==> config.mk <==
export PLATFORM = sky130hd
export DESIGN_NAME = fft_bfly_seq
export DESIGN_NICKNAME = d
export VERILOG_FILES = /design/src/rtl/fft_pkg.sv /design/src/rtl/fft_bfly_add.sv /design/src/rtl/fft_bfly_seq.sv
export SDC_FILE = /design/constraint.sdc
export NUM_CORES = 1
export LEC_CHECK = 0
export BUFFER_PORTS_ARGS = -buffer_cell sky130_fd_sc_hd__buf_2
export CAP_MARGIN = 20
export CORE_MARGIN = 2
export CORE_UTILIZATION = 35
export CTS_CLUSTER_SIZE = 16
export DETAILED_ROUTE_END_ITERATION = 7
export SLEW_MARGIN = 20
export SYNTH_ARGS = -nofsm -noshare
export SYNTH_HDL_FRONTEND = slang
export SYNTH_HIERARCHICAL = 1
export SYNTH_SLANG_ARGS = --single-unit
==> constraint.sdc <==
create_clock -name clk -period 5 [get_ports clk]
set_input_delay 1 -clock clk [delete_from_list [all_inputs] [get_ports clk]]
set_output_delay 1 -clock clk [all_outputs]
set_load 0.05 [all_outputs]
==> src/rtl/fft_pkg.sv <==
// fft_pkg: shared definitions for the sequential radix-2 butterfly.
//   state_t     - butterfly FSM states
//   TIMEOUT_DEF - default multiplier wait budget, in cycles
//   ow_f()      - result width: DW+1 at full precision, DW when the
//                 FFT_BFLY_SCALE_EN macro selects halving of the results
package fft_pkg;

  typedef enum logic [2:0] {IDLE, ISSUE, GUARD, WAIT, OUT} state_t;

  localparam int TIMEOUT_DEF = 15;

  function automatic int ow_f(input int dw);
`ifdef FFT_BFLY_SCALE_EN
    return dw;
`else
    return dw + 1;
`endif
  endfunction

endpackage

==> src/rtl/fft_bfly_add.sv <==
// fft_bfly_add: combinational butterfly add/sub stage.
//   i_a_*  - operand A (signed, DW bits)
//   i_wb_* - product W*B (signed, DW bits)
//   o_x0_* - A + W*B, o_x1_* - A - W*B (signed, OW bits)
// Sums are formed at DW+1 bits so nothing can overflow. With the
// FFT_BFLY_SCALE_EN macro defined, each sum is arithmetically shifted
// right by one (floor) back to DW bits.
module fft_bfly_add
  import fft_pkg::*;
#(
  parameter  int DW = 16,
  localparam int OW = ow_f(DW)
) (
  input  logic signed [DW-1:0] i_a_i,
  input  logic signed [DW-1:0] i_a_q,
  input  logic signed [DW-1:0] i_wb_i,
  input  logic signed [DW-1:0] i_wb_q,
  output logic signed [OW-1:0] o_x0_i,
  output logic signed [OW-1:0] o_x0_q,
  output logic signed [OW-1:0] o_x1_i,
  output logic signed [OW-1:0] o_x1_q
);

  logic signed [DW:0] w_s0_i, w_s0_q, w_s1_i, w_s1_q;

  assign w_s0_i = {i_a_i[DW-1], i_a_i} + {i_wb_i[DW-1], i_wb_i};
  assign w_s0_q = {i_a_q[DW-1], i_a_q} + {i_wb_q[DW-1], i_wb_q};
  assign w_s1_i = {i_a_i[DW-1], i_a_i} - {i_wb_i[DW-1], i_wb_i};
  assign w_s1_q = {i_a_q[DW-1], i_a_q} - {i_wb_q[DW-1], i_wb_q};

`ifdef FFT_BFLY_SCALE_EN
  // Dropping the LSB of a two's-complement value is a floor divide by 2.
  logic w_unused_lsb;
  assign w_unused_lsb = w_s0_i[0] ^ w_s0_q[0] ^ w_s1_i[0] ^ w_s1_q[0];
  assign o_x0_i = w_s0_i[DW:1];
  assign o_x0_q = w_s0_q[DW:1];
  assign o_x1_i = w_s1_i[DW:1];
  assign o_x1_q = w_s1_q[DW:1];
`else
  assign o_x0_i = w_s0_i;
  assign o_x0_q = w_s0_q;
  assign o_x1_i = w_s1_i;
  assign o_x1_q = w_s1_q;
`endif

endmodule

==> src/rtl/fft_bfly_seq.sv <==
// fft_bfly_seq: sequential radix-2 DIT butterfly around an external
// twiddle multiplier. One pair is in flight at a time.
//   clk, reset            - rising-edge clock, synchronous active-high reset
//   in_valid/in_ready     - operand handshake (A, B, twiddle index in_fi)
//   mult_en               - one-cycle start pulse to the multiplier
//   mult_fi_deg, mult_in_*- index and operand B held for the multiplier
//   mult_res_*, mult_valid- W*B and the multiplier idle/result level
//   out_valid/out_ready   - result handshake, x0 = A+W*B, x1 = A-W*B
//   err_timeout           - sticky: multiplier did not answer in TIMEOUT cycles
// Macro FFT_BFLY_SCALE_EN halves the results to DATA_FFT_SIZE bits.
module fft_bfly_seq
  import fft_pkg::*;
#(
  parameter  int SIZE_DATA_FI  = 6,
  parameter  int DATA_FFT_SIZE = 16,
  parameter  int TIMEOUT       = TIMEOUT_DEF,
  localparam int OW            = ow_f(DATA_FFT_SIZE)
) (
  input  logic                            clk,
  input  logic                            reset,
  input  logic                            in_valid,
  output logic                            in_ready,
  input  logic signed [DATA_FFT_SIZE-1:0] in_a_i,
  input  logic signed [DATA_FFT_SIZE-1:0] in_a_q,
  input  logic signed [DATA_FFT_SIZE-1:0] in_b_i,
  input  logic signed [DATA_FFT_SIZE-1:0] in_b_q,
  input  logic [15:0]                     in_fi,
  output logic                            mult_en,
  output logic [15:0]                     mult_fi_deg,
  output logic signed [DATA_FFT_SIZE-1:0] mult_in_i,
  output logic signed [DATA_FFT_SIZE-1:0] mult_in_q,
  input  logic signed [DATA_FFT_SIZE-1:0] mult_res_i,
  input  logic signed [DATA_FFT_SIZE-1:0] mult_res_q,
  input  logic                            mult_valid,
  output logic                            out_valid,
  input  logic                            out_ready,
  output logic signed [OW-1:0]            out_x0_i,
  output logic signed [OW-1:0]            out_x0_q,
  output logic signed [OW-1:0]            out_x1_i,
  output logic signed [OW-1:0]            out_x1_q,
  output logic                            err_timeout
);

  localparam int FW = SIZE_DATA_FI - 1;
  localparam int CW = $clog2(TIMEOUT + 1);
  localparam logic [CW-1:0] CNT_LAST = CW'(TIMEOUT - 1);

  state_t r_state, w_next;

  logic signed [DATA_FFT_SIZE-1:0] r_a_i, r_a_q, r_b_i, r_b_q;
  logic [FW-1:0]                   r_fi;
  logic [CW-1:0]                   r_cnt;
  logic                            r_err;
  logic signed [OW-1:0]            r_x0_i, r_x0_q, r_x1_i, r_x1_q;

  logic                            w_accept, w_cap, w_tmo;
  logic signed [DATA_FFT_SIZE-1:0] w_wb_i, w_wb_q;
  logic signed [OW-1:0]            w_x0_i, w_x0_q, w_x1_i, w_x1_q;
  logic                            w_unused_fi;

  // Upper index bits have no meaning for this FFT size.
  assign w_unused_fi = ^in_fi[15:FW];

  always_comb begin
    w_next   = r_state;
    in_ready = 1'b0;
    mult_en  = 1'b0;
    w_accept = 1'b0;
    w_cap    = 1'b0;
    w_tmo    = 1'b0;
    case (r_state)
      IDLE: begin
        // A busy multiplier (mult_valid low) blocks new work.
        in_ready = mult_valid & ~reset;
        if (in_valid && in_ready) begin
          w_accept = 1'b1;
          w_next   = ISSUE;
        end
      end
      ISSUE: begin
        mult_en = ~reset;
        w_next  = GUARD;
      end
      // mult_valid may still show the idle level from before the start
      // pulse, so it is not trusted for one cycle.
      GUARD: w_next = WAIT;
      WAIT: begin
        if (mult_valid) begin
          w_cap  = 1'b1;
          w_next = OUT;
        end else if (r_cnt == CNT_LAST) begin
          w_tmo  = 1'b1;
          w_cap  = 1'b1;
          w_next = OUT;
        end
      end
      OUT: if (out_ready) w_next = IDLE;
      default: w_next = IDLE;
    endcase
  end

  // On timeout the product is taken as zero, giving x0 = x1 = A.
  assign w_wb_i = w_tmo ? '0 : mult_res_i;
  assign w_wb_q = w_tmo ? '0 : mult_res_q;

  fft_bfly_add #(.DW(DATA_FFT_SIZE)) u_add (
    .i_a_i  (r_a_i),
    .i_a_q  (r_a_q),
    .i_wb_i (w_wb_i),
    .i_wb_q (w_wb_q),
    .o_x0_i (w_x0_i),
    .o_x0_q (w_x0_q),
    .o_x1_i (w_x1_i),
    .o_x1_q (w_x1_q)
  );

  always_ff @(posedge clk) begin
    if (reset) begin
      r_state <= IDLE;
      r_a_i   <= '0;
      r_a_q   <= '0;
      r_b_i   <= '0;
      r_b_q   <= '0;
      r_fi    <= '0;
      r_cnt   <= '0;
      r_err   <= 1'b0;
      r_x0_i  <= '0;
      r_x0_q  <= '0;
      r_x1_i  <= '0;
      r_x1_q  <= '0;
    end else begin
      r_state <= w_next;
      if (w_accept) begin
        r_a_i <= in_a_i;
        r_a_q <= in_a_q;
        r_b_i <= in_b_i;
        r_b_q <= in_b_q;
        r_fi  <= in_fi[FW-1:0];
      end
      // Counter sits at zero outside WAIT, so every WAIT entry starts fresh.
      if (r_state != WAIT)
        r_cnt <= '0;
      else if (!w_cap)
        r_cnt <= r_cnt + CW'(1);
      if (w_tmo)
        r_err <= 1'b1;
      if (w_cap) begin
        r_x0_i <= w_x0_i;
        r_x0_q <= w_x0_q;
        r_x1_i <= w_x1_i;
        r_x1_q <= w_x1_q;
      end
    end
  end

  assign out_valid   = (r_state == OUT) & ~reset;
  assign mult_fi_deg = 16'(r_fi);
  assign mult_in_i   = r_b_i;
  assign mult_in_q   = r_b_q;
  assign out_x0_i    = r_x0_i;
  assign out_x0_q    = r_x0_q;
  assign out_x1_i    = r_x1_i;
  assign out_x1_q    = r_x1_q;
  assign err_timeout = r_err;

endmodule

Word level (Yosys, flattened, before mapping)
Cells that the tools add are included.
{"block": "totals", "reg_bits": 145, "in_bits": 117, "out_inout_bits": 120, "wordCells": 49}
{"block": "classes", "n_addsub": 5, "n_eq_ne": 9, "n_mux": 16, "n_bitwise": 3, "n_reduce_logical": 4}
{"cell": "$add A16 B16 Y17", "count": 2}
{"cell": "$sub A16 B16 Y17", "count": 2}
{"cell": "$mux W16", "count": 2}
{"cell": "$pmux W3 S5", "count": 1}
{"cell": "$mux W3", "count": 4}
{"cell": "$mux W1", "count": 9}
{"cell": "$eq A3 B2 Y1 const B", "count": 2}
{"cell": "$add A4 B1 Y4 const B", "count": 1}
{"cell": "$eq A4 B4 Y1 const B", "count": 1}
{"cell": "$ne A2 B2 Y1 const B", "count": 2}
{"cell": "$eq A3 B1 Y1 const B", "count": 1}
{"cell": "$eq A3 B3 Y1 const B", "count": 1}
{"cell": "$logic_not A3 Y1", "count": 1}
{"cell": "$ne A3 B2 Y1 const B", "count": 1}
{"cell": "$ne A3 B3 Y1 const B", "count": 1}
{"cell": "$reduce_and A3 Y1", "count": 1}
{"cell": "$and A1 B1 Y1", "count": 2}
{"cell": "$reduce_or A2 Y1", "count": 1}
{"cell": "$logic_and A1 B1 Y1", "count": 1}
{"cell": "$not A1 Y1", "count": 1}

Logic depth before layout (Yosys ltp)
Gate-level depths: netlist of run 1.
{"block": "logic_depth", "depth_word": 6, "depth_mapped": 17, "depth_no_buf": 15}

Cells and area by module
Netlist of run 1, hierarchy kept.
{"mod": "fft_bfly_seq", "n_inst": 1, "cells_per_inst": 705, "area_each_um2": 6342.3}
{"mod": "fft_bfly_add", "n_inst": 1, "cells_per_inst": 464, "area_each_um2": 3201.8}

Worst setup path after synthesis of run 1
OpenSTA, ideal clock, no wires.
{"block": "synth_timing", "path_type": "input-to-output", "start": "in reset", "end": "out mult_en", "arrival_ns": 3.162, "required_time_ns": 4.000, "setup_slack_ns": 0.838, "stages": 4, "cell_sequence": "clkbuf_1 > clkbuf_1 > clkbuf_1 > nor4b_1"}
{"block": "synth_between", "elab_chain_cells": 2}
{"element": "from (decl)", "line": "fft_bfly_seq.sv:20", "source": "input logic reset,"}
{"element": "$not A1 Y1", "line": "fft_bfly_seq.sv:81", "source": "mult_en = ~reset;"}
{"element": "$mux W1", "line": "fft_bfly_seq.sv:71", "source": "case (r_state)"}
{"element": "to (decl)", "line": "fft_bfly_seq.sv:28", "source": "output logic mult_en,"}
No other way between the ends.

Worst setup path in the final report of run 1
{"block": "layout_timing", "start": "reg r_cnt[0]", "end": "reg r_x0_q[15], in the netlist out_x0_q[15]"}
{"block": "layout_between", "elab_chain_cells": 6, "word_cells_on_any_way": 8, "cone_classes": "add/sub (1); eq/ne (1); mux (6)"}
{"element": "from (decl)", "line": "fft_bfly_seq.sv:52", "source": "logic [CW-1:0] r_cnt;"}
{"element": "from (signal assigned)", "line": "fft_bfly_seq.sv:144", "source": "r_cnt <= r_cnt + CW'(1);"}
{"element": "$eq A4 B4 Y1", "line": "fft_bfly_seq.sv:91", "source": "end else if (r_cnt == CNT_LAST) begin"}
{"element": "$mux W1", "line": "fft_bfly_seq.sv:91"}
{"element": "$mux W1", "line": "fft_bfly_seq.sv:88", "source": "if (mult_valid) begin"}
{"element": "$mux W1", "line": "fft_bfly_seq.sv:71"}
{"element": "$mux W16", "line": "fft_bfly_seq.sv:104", "source": "assign w_wb_q = w_tmo ? '0 : mult_res_q;"}
{"element": "net w_wb_q[1]", "line": "fft_bfly_seq.sv:57", "source": "logic signed [DATA_FFT_SIZE-1:0] w_wb_i, w_wb_q;"}
{"element": "$add A16 B16 Y17", "line": "fft_bfly_add.sv:27", "source": "assign w_s0_q = {i_a_q[DW-1], i_a_q} + {i_wb_q[DW-1], i_wb_q};"}
{"element": "net w_x0_q[15]", "line": "fft_bfly_seq.sv:58", "source": "logic signed [OW-1:0] w_x0_i, w_x0_q, w_x1_i, w_x1_q;"}
{"element": "to (signal assigned)", "line": "fft_bfly_seq.sv:149", "source": "r_x0_q <= w_x0_q;"}
{"element": "to (decl)", "line": "fft_bfly_seq.sv:54", "source": "logic signed [OW-1:0] r_x0_i, r_x0_q, r_x1_i, r_x1_q;"}
The timed path passes the listed nets, and every way through them passes these cells.
A chain may end at the register's enable or synchronous reset.

==> results of run 1 <==
==> logic make-up (layout without fill, tap and decap cells) <==
kind of cell             Yosys count  count (layout)
AO/OA/AOI/OAI                    285             285
XOR/XNOR                          50              50
adder cells (fa/ha/maj)           70              70
buffers and inverters            172             321
flip-flops                       145             145
multiplexers                      69              69
other                              1              11
AND/OR/NAND/NOR                  377             377
==> sequential cells by signal (all words and copies together), names as in the netlist, 16 cells and up <==
register	cells
r_a_q	16
out_x0_q	17
out_x1_i	17
mult_in_i	16
mult_in_q	16
r_a_i	16
out_x1_q	17
out_x0_i	17
==> report_power, final <==
part	total, µW	switching (µW)	internal (µW)
clock network	1240	589	649
logic	582	377	205
registers	1200	22.2	1180
total	3020	988	2040
==> synth_stat cells, drive strengths merged, types with 4 or more instances <==
| cell type | count |
|---|---|
| nand3 | 73 |
| nor2 | 45 |
| xor2 | 8 |
| nand3b | 4 |
| a211oi | 4 |
| nand2b | 145 |
| nor2b | 40 |
| ha | 66 |
| a221oi | 5 |
| o21ai | 91 |
| a31oi | 7 |
| o21bai | 7 |
| a21oi | 107 |
| clkbuf | 64 |
| fa | 4 |
| dfxtp | 145 |
| o31ai | 6 |
| buf | 39 |
| o311ai | 5 |
| nor4 | 6 |
| o22ai | 6 |
| xnor2 | 42 |
| o21a | 11 |
| inv | 69 |
| or3 | 6 |
| mux2i | 69 |
| nor3 | 14 |
| nand2 | 28 |
| a21o | 7 |
==> per-stage QoR <==
step | setup WS, ns | instances | total power (µW) | hold WS (ns)
final | 1.125 | 1669 | 3024 | 0.4687
after global routing | 0.7887 | 1669 | 3166 | 0.4894
after CTS | 1.159 | 1669 | 3059 | 0.4728
after detailed placement | 0.9171 | 1637 | 1812 | 0.4589
after global placement | 0.9457 | 1637 | 1805 | 0.4572
after floorplan | 0.8377 | 1179 | 1671 | 0.4703
==> final timing paths <==
| check | start | slack [ns] | end |
|---|---|---|---|
| setup / recovery | r_cnt[0] | 1.13 | out_x0_q[15] |
| hold / removal | out_x1_i[13] | 0.47 | out_x1_i[13] |
| setup reg to reg | r_cnt[0] | 1.13 | out_x0_q[15] |
| hold reg to reg | out_x1_i[13] | 0.47 | out_x1_i[13] |
==> cell type report <==
| class | instances | area, µm² | area share [%] |
|---|---|---|---|
| flip-flops and latches | 145 | 2903 | 25.86 |
| well taps | 341 | 426.7 | 3.801 |
| clock buffers | 17 | 425.4 | 3.790 |
| clock inverters | 15 | 125.1 | 1.115 |
| inverters | 69 | 259.0 | 2.307 |
| multi-input cells | 862 | 5942 | 52.94 |
| repair buffers | 220 | 1144 | 10.19 |
==> layer usage <==
metal	routed length, µm	up-vias	GRT usage, %
met5	41	-	0
met4	433	6	5.388
met3	1475	33	4.361
met2	11660	220	29.00
met1	13200	3987	25.82
li1	-	4272	-
==> worst max-delay path: cells and delay by family (launching register included) <==
kind,cells,cell delay [ns]
flops,1,0.40
fa+ha+maj,2,0.52
xor+xnor,1,0.20
simple gates,4,0.74
compound gates,4,1.44
buf+inv,4,0.39
mux,1,0.11
==> summary.md, run 1 <==
| Metric | Value |
|---|---|
| Status | `complete, no violations` |
| Power Density | `269.4 nW/µm²` |
| CTS root buf | `clkbuf_16` |
| Post-synthesis mux area share | `7.236%` |
| I/O Buffers | `214` |
| Final Cell Area | `11220 µm²` |
| Yosys cell types | `around 70` |
| Largest net degree at the start of global routing | `between 100 and 150` |
| CP Capture Type | `flip-flop` |
| Fillers | `2773` |
| Initial antenna violation count | `3` |
| Post-CTS setup repair buffer count | `0` |
| Clock sink count | `145` |
| Adder-cell share of the synthesized area | `9.491%` |
| WL per Instance | `16.06 µm` |
| GRT Residual Overflow | `0` |
| CTS H-tree lvls | `4` |
| Post-Synth XOR/XNOR Area | `4.588%` |
| Setup total negative slack | `0 ns` |
| All-Layer GR Usage | `18.67%` |
| Crit Path Category | `reg2reg` |
| Actual slew at the worst max-slew pin | `0.9485 ns` |
| Max-cap violations | `0` |
| RSZ-0062 raised after global routing | `no` |
| Commonest non-fill, non-tap cell in the layout | `buf_2` |
| Worst Hold Depth | `2` |
| Detailed router's first-iteration violation count | `approximately 450` |
| Syn avg cell area | `8.164 µm²` |
| Clk buf depth | `2` |
| Yosys top cell area share | `30.41%` |
| Dpl cell area | `10670 µm²` |
| Core area | `roughly 27000 µm²` |
| Fin. Hold Viols | `0` |
| Drt total wl | `26810 µm` |
| Die W | `169.1 µm` |
| HPWL reported at the end of detailed placement | `around 19000 µm` |
| Nature of the critical path startpoint | `flip-flop` |
| Slowest-stage cell, CP | `o41ai_1` |
| Mapped Area | `around 9500 µm²` |
| Largest cells by area after synthesis | `dfxtp_1 (30%), nand2b_1 (9.5%), ha_1 (8.7%)` |
| Cells after Synth | `1169` |
| Final Cycle Share | `77.50%` |
| Post-synth top flop | `dfxtp_1` |
| # diodes | `0` |
| TritonCTS clock tree | `done` |
| Slowest stage delay, CP | `0.76 ns` |
| CP Data Required Time | `roughly 5.4 ns` |
| Wire length of the first global-routing pass | `42920 µm` |
| Clk pin slew, worst setup/hold paths | `~0.07 ns` |
| Leading area contributor after synthesis | `dfxtp_1` |
| DRT Pass-1 Iters | `4` |
| Warnings from Yosys | `6` |
| Total die area | `28610 µm²` |
| Post-synth EDFFs | `0` |
| Sequential-to-total area share from yosys stat | `30.41%` |
| Via density | `roughly 5.1` |
| CP Cell Sequence | `inv_1 > ha_1 > and3_1 > nor4b_4 > buf_12 > nor2b_1 > inv_1 > ha_1 > inv_1 > a21oi_1 > o22ai_1 > o41ai_1 > o21ai_0 > xnor2_1 > nand2b_1 > mux2i_1` |
| Number of global-route vias before repair | `8150` |
| Clock skew | `about 0.011 ns` |
| Skew-Pair Late Insertion Delay | `approximately 0.43 ns` |
| Area delta synth->final | `17.61%` |
| Min-delay worst type | `reg2reg` |
| FP Rows | `60` |
| Final worst path period need | `3.875 ns` |
| Count of cells resized by post-cts repair | `0` |
| CP dominant cell by count | `inv_1` |
| Area fraction in and, or, nand and nor cells after synthesis | `between 20% and 30%` |
| Core Util, Final | `41.76%` |
| Most frequent cells in the layout | `buf_2 (213), nand2b_1 (145), dfxtp_1 (145)` |
| Die H | `~170 µm` |
| Max-slew violation count | `0` |
| Leakage | `0.004779 µW` |
| Worst-path maximum fanout | `33` |
| FF+latch count, synth | `between 100 and 150` |
| FFs w/ async S/R, synth | `0%` |
| Hold buffers post-CTS | `0` |
| Nets | `1502` |
| Final setup fails | `0` |
| Complex-gate fraction of the synthesized area | `17.99%` |
| Worst VDD drop | `0.0001629 V` |
| Starting Density | `35.51%` |
| DR DRC count | `0` |
| Worst slew margin | `36.76%` |
| Critical Path AT | `4.23 ns` |
| Main combinational cell family by area after synthesis | `simple AND/OR/NAND/NOR gates` |
| Fmax | `258.1 MHz` |
| Reg2Reg Depth | `16` |
| Gpl congestion | `0.8832` |
| CTS Buf Count | `17` |
| Ports | `237` |
| Share of cells above drive strength 1 | `approximately 20%` |
| Routed via count | `8518` |
| Final ANT Viol Nets | `0` |
Note: power is estimated with default switching activity, not from simulation.
==> inputs of run 2 (changes only) <==
ABC_AREA = 1   (was unset)
clock period = 3.3 ns   (was 5 ns; I/O delays follow)
==> summary.md, run 2 <==
| Metric | Value |
|---|---|
| RSZ-0062 raised after global routing | `no (unchanged)` |
| Count leader, synth | `nand2_1` |
| Detailed router's first-iteration violation count | `480 (was 448)` |
| Worst Hold Depth | `2 (unchanged)` |
| Worst slew margin | `48.93% (was 36.76%)` |
| WL per Instance | `13.40 µm (was 16.06 µm)` |
| GRT Residual Overflow | `0 (unchanged)` |
| DR DRC count | `0 (unchanged)` |
| CP Data Required Time | `3.65 ns (was 5.36 ns)` |
| Slowest stage delay, CP | `0.41 ns (was 0.76 ns)` |
| DRT Pass-1 Iters | `5 (was 4)` |
| Final setup fails | `0 (unchanged)` |
| Nature of the critical path startpoint | `flip-flop (unchanged)` |
| Cell Count, Final, Fillers Out | `2118 (was 1669)` |
| Max-slew violation count | `0 (unchanged)` |
| FFs w/ async S/R, synth | `0% (unchanged)` |
| Nets | `1913 (was 1502)` |
| Hold_ws | `0.4566 ns (was 0.4687 ns)` |
| Clk pin slew, worst setup/hold paths | `0.07 ns (about the same)` |
| Wire length of the first global-routing pass | `46000 µm (was 42920 µm)` |
| Clk buf depth | `2 (unchanged)` |
| Yosys cell types | `29 (was 71)` |
| Most frequent cells in the layout | `nand2_1 (408), nor2_1 (227), inv_1 (221) (was buf_2 (213), nand2b_1 (145), dfxtp_1 (145))` |
| Power Total | `5072 µW (was 3024 µW)` |
| DP Cell Count | `2085 (was 1637)` |
| Post-synth top flop | `dfxtp_1 (unchanged)` |
| CP top delay family | `simple AND/OR/NAND/NOR gates (was compound AO/OA/AOI/OAI gates)` |
| Actual slew at the worst max-slew pin | `0.7660 ns (was 0.9485 ns)` |
| Fmax | `340.1 MHz (was 258.1 MHz)` |
| Core area | `27550 µm² (was 26880 µm²)` |
| Slowest-stage cell, CP | `fa_1 (was o41ai_1)` |
| Cells after Synth | `1556 (was 1169)` |
| I/O Buffers | `214 (unchanged)` |
| Drt total wl | `28390 µm (was 26810 µm)` |
| Die H | `170.7 µm (was 169.1 µm)` |
| Post-CTS setup repair buffer count | `0 (unchanged)` |
| Post-synth EDFFs | `0 (unchanged)` |
| Hold Path Origin | `out_x0_q[6] (was out_x1_i[13])` |
| Leading area contributor after synthesis | `dfxtp_1 (unchanged)` |
| Worst R2R End | `out_x0_i[14] (was out_x0_q[15])` |
| Initial antenna violation count | `1 (was 3)` |
| Setup total negative slack | `0 ns (unchanged)` |
| Starting Density | `35.29% (was 35.51%)` |
| Max-cap violations | `0 (unchanged)` |
| Status | `complete, no violations (unchanged)` |
| Min-delay worst type | `reg2reg (unchanged)` |
| Commonest non-fill, non-tap cell in the layout | `nand2_1 (was buf_2)` |
| Final worst path period need | `2.940 ns (was 3.875 ns)` |
| CTS H-tree lvls | `4 (unchanged)` |
| Reg2Reg Depth | `19 (was 16)` |
| Syn avg cell area | `6.250 µm² (was 8.164 µm²)` |
| Buf+Inv Stages, Crit Path | `3 (was 4)` |
| FP Rows | `61 (was 60)` |
| CTS root buf | `clkbuf_16 (unchanged)` |
| Count of cells resized by post-cts repair | `0 (unchanged)` |
| Skew-Pair Late Insertion Delay | `0.42 ns (was 0.43 ns)` |
| Share of cells above drive strength 1 | `17.31% (was 20.18%)` |
| CTS Buf Count | `17 (unchanged)` |
| Warnings from Yosys | `6 (unchanged)` |
| Mapped Area | `9724 µm² (was 9544 µm²)` |
| Critical Path AT | `3.29 ns (was 4.23 ns)` |
| CP Capture Type | `flip-flop (unchanged)` |
| Routed via count | `9706 (was 8518)` |
| Final Cycle Share | `89.09% (was 77.50%)` |
| Largest cells by area after synthesis | `dfxtp_1 (30%), nand2_1 (16%), nor2_1 (8.8%) (was dfxtp_1 (30%), nand2b_1 (9.5%), ha_1 (8.7%))` |
| Total die area | `29130 µm² (was 28610 µm²)` |
| FF-to-FF Start | `r_cnt[0] (unchanged)` |
| Hold buffers post-CTS | `0 (unchanged)` |
| Die W | `170.7 µm (was 169.1 µm)` |
| Fin. Hold Viols | `0 (unchanged)` |
| CP Cell Sequence | `inv_1 > ha_1 > nand3_1 > nor2_1 > nand2_1 > inv_2 > buf_12 > nor2_1 > ha_1 > fa_1 > nand2_1 > nand2_1 > nand3_1 > nand2_1 > nand2_1 > nand4_1 > nand2_1 > nand3_1 > a21oi_1 (was inv_1 > ha_1 > and3_1 > nor4b_4 > buf_12 > nor2b_1 > inv_1 > ha_1 > inv_1 > a21oi_1 > o22ai_1 > o41ai_1 > o21ai_0 > xnor2_1 > nand2b_1 > mux2i_1)` |
| Via density | `4.583 (was 5.104)` |
| Area delta synth->final | `18.16% (was 17.61%)` |
| Ports | `237 (unchanged)` |
| Crit Path Category | `reg2reg (unchanged)` |
| Worst-path maximum fanout | `17 (was 33)` |
| Largest net degree at the start of global routing | `71 (was 120)` |
| Clock skew | `0.01209 ns (was 0.01105 ns)` |
| Leakage | `0.006386 µW (was 0.004779 µW)` |
| FF+latch count, synth | `145 (unchanged)` |
| Power Density | `441.5 nW/µm² (was 269.4 nW/µm²)` |
| Gpl congestion | `0.8984 (was 0.8832)` |
| Sequential-to-total area share from yosys stat | `29.85% (was 30.41%)` |
| Clock sink count | `145 (unchanged)` |
| HPWL reported at the end of detailed placement | `20880 µm (was 18810 µm)` |
| R2R Setup Slk | `0.36 ns (was 1.13 ns)` |
| Worst VDD drop | `0.0002904 V (was 0.0001629 V)` |
| Number of global-route vias before repair | `9421 (was 8150)` |
| Final ANT Viol Nets | `0 (unchanged)` |
| TritonCTS clock tree | `done (unchanged)` |
| Yosys top cell area share | `29.85% (was 30.41%)` |
| CP dominant cell by count | `nand2_1 (was inv_1)` |
| All-Layer GR Usage | `19.63% (was 18.67%)` |
| Hold endpoint | `out_x0_q[6] (was out_x1_i[13])` |
| Top cells by count, synth | `nand2_1 (410), nor2_1 (229), inv_1 (223), dfxtp_1 (145), nand3_1 (131) (was dfxtp_1 (145), nand2b_1 (145), a21oi_1 (107), o21ai_0 (81), nand3_1 (73))` |
run 2: changes by cell type after synthesis, sizes merged, moves of 21 or more:
cell	previous run	this run
buf	39	60
clkbuf	64	28
inv	69	238
mux2i	69	0
nand2	28	418
nand2b	145	0
nand3	73	131
nor2	45	232
nor2b	40	0
o21ai	91	70
xnor2	42	5
run 2: kinds of logic (layout without fill, tap and decap cells):
logic type | Yosys count | count (layout) | synth area share, %
simple gates | 808 | 808 | 33.89
buf+inv | 326 | 499 | 14.99
compound gates | 178 | 178 | 9.393
flops | 145 | 145 | 29.85
fa+ha+maj | 70 | 70 | 9.316
xor+xnor | 28 | 28 | 2.522
other cells | 1 | 12 | 0.03856
run 2: layout make-up:
class,count,area [µm²]
tap,378,473.0
multi-input combinational,1095,5421
antenna,1,2.502
clock buffer,19,442.9
inverter,238,893.4
clock inverter,13,128.9
fill,3005,16060
sequential,145,2903
timing repair buffer,229,1225
run 2: worst max-delay path by stage:
stage                     from            to  slack, ns  cells past startpoint
global placement    mult_valid  out_x1_q[16]       0.29                     18
finish                r_cnt[0]  out_x0_i[14]       0.36                     19
CTS                   r_cnt[0]  out_x1_q[16]       0.24                     19
global route          r_cnt[0]  out_x0_i[15]       0.03                     18
detailed placement  mult_valid  out_x1_q[16]       0.27                     18
floorplan                reset     out_valid       0.35                      2
run 2: worst reg2reg max path: stages, from the launching register on:
cell	delay, ns
dfxtp_1	0.32
inv_1	0.10
ha_1	0.17
nand3_1	0.13
nor2_1	0.11
nand2_1	0.07
inv_2	0.09
buf_12	0.16
nor2_1	0.09
ha_1	0.24
fa_1	0.42
nand2_1	0.09
nand2_1	0.10
nand3_1	0.09
nand2_1	0.11
nand2_1	0.12
nand4_1	0.09
nand2_1	0.11
nand3_1	0.10
a21oi_1	0.17
run 2: through the flow:
| step | util (%) | setup WS, ns | area [µm²] |
|---|---|---|---|
| 3_5_place_dp | 39.55 | 0.2706 | 10900 |
| 2_1_floorplan | - | 0.3488 | 9762 |
| 5_1_grt | 41.69 | 0.02720 | 11490 |
| 3_3_place_gp | 39.55 | 0.2855 | 10900 |
| 4_1_cts | 41.62 | 0.2390 | 11470 |
| 6_report | 41.70 | 0.3600 | 11490 |
run 2: layer usage:
metal	wire (µm)	up-vias	GRT usage, %
li1	-	5099	-
met1	12840	4361	24.05
met2	13860	221	35.31
met3	1308	25	3.400
met4	385	0	5.240
met5	0	-	0
run 2: power by group:
| group | switching [µW] | leakage, µW | total, µW | internal, µW |
|---|---|---|---|---|
| clock | 840 | 0.000263 | 1910 | 1070 |
| combinational | 893 | 0.00495 | 1270 | 378 |
| sequential | 57.1 | 0.00118 | 1890 | 1830 |
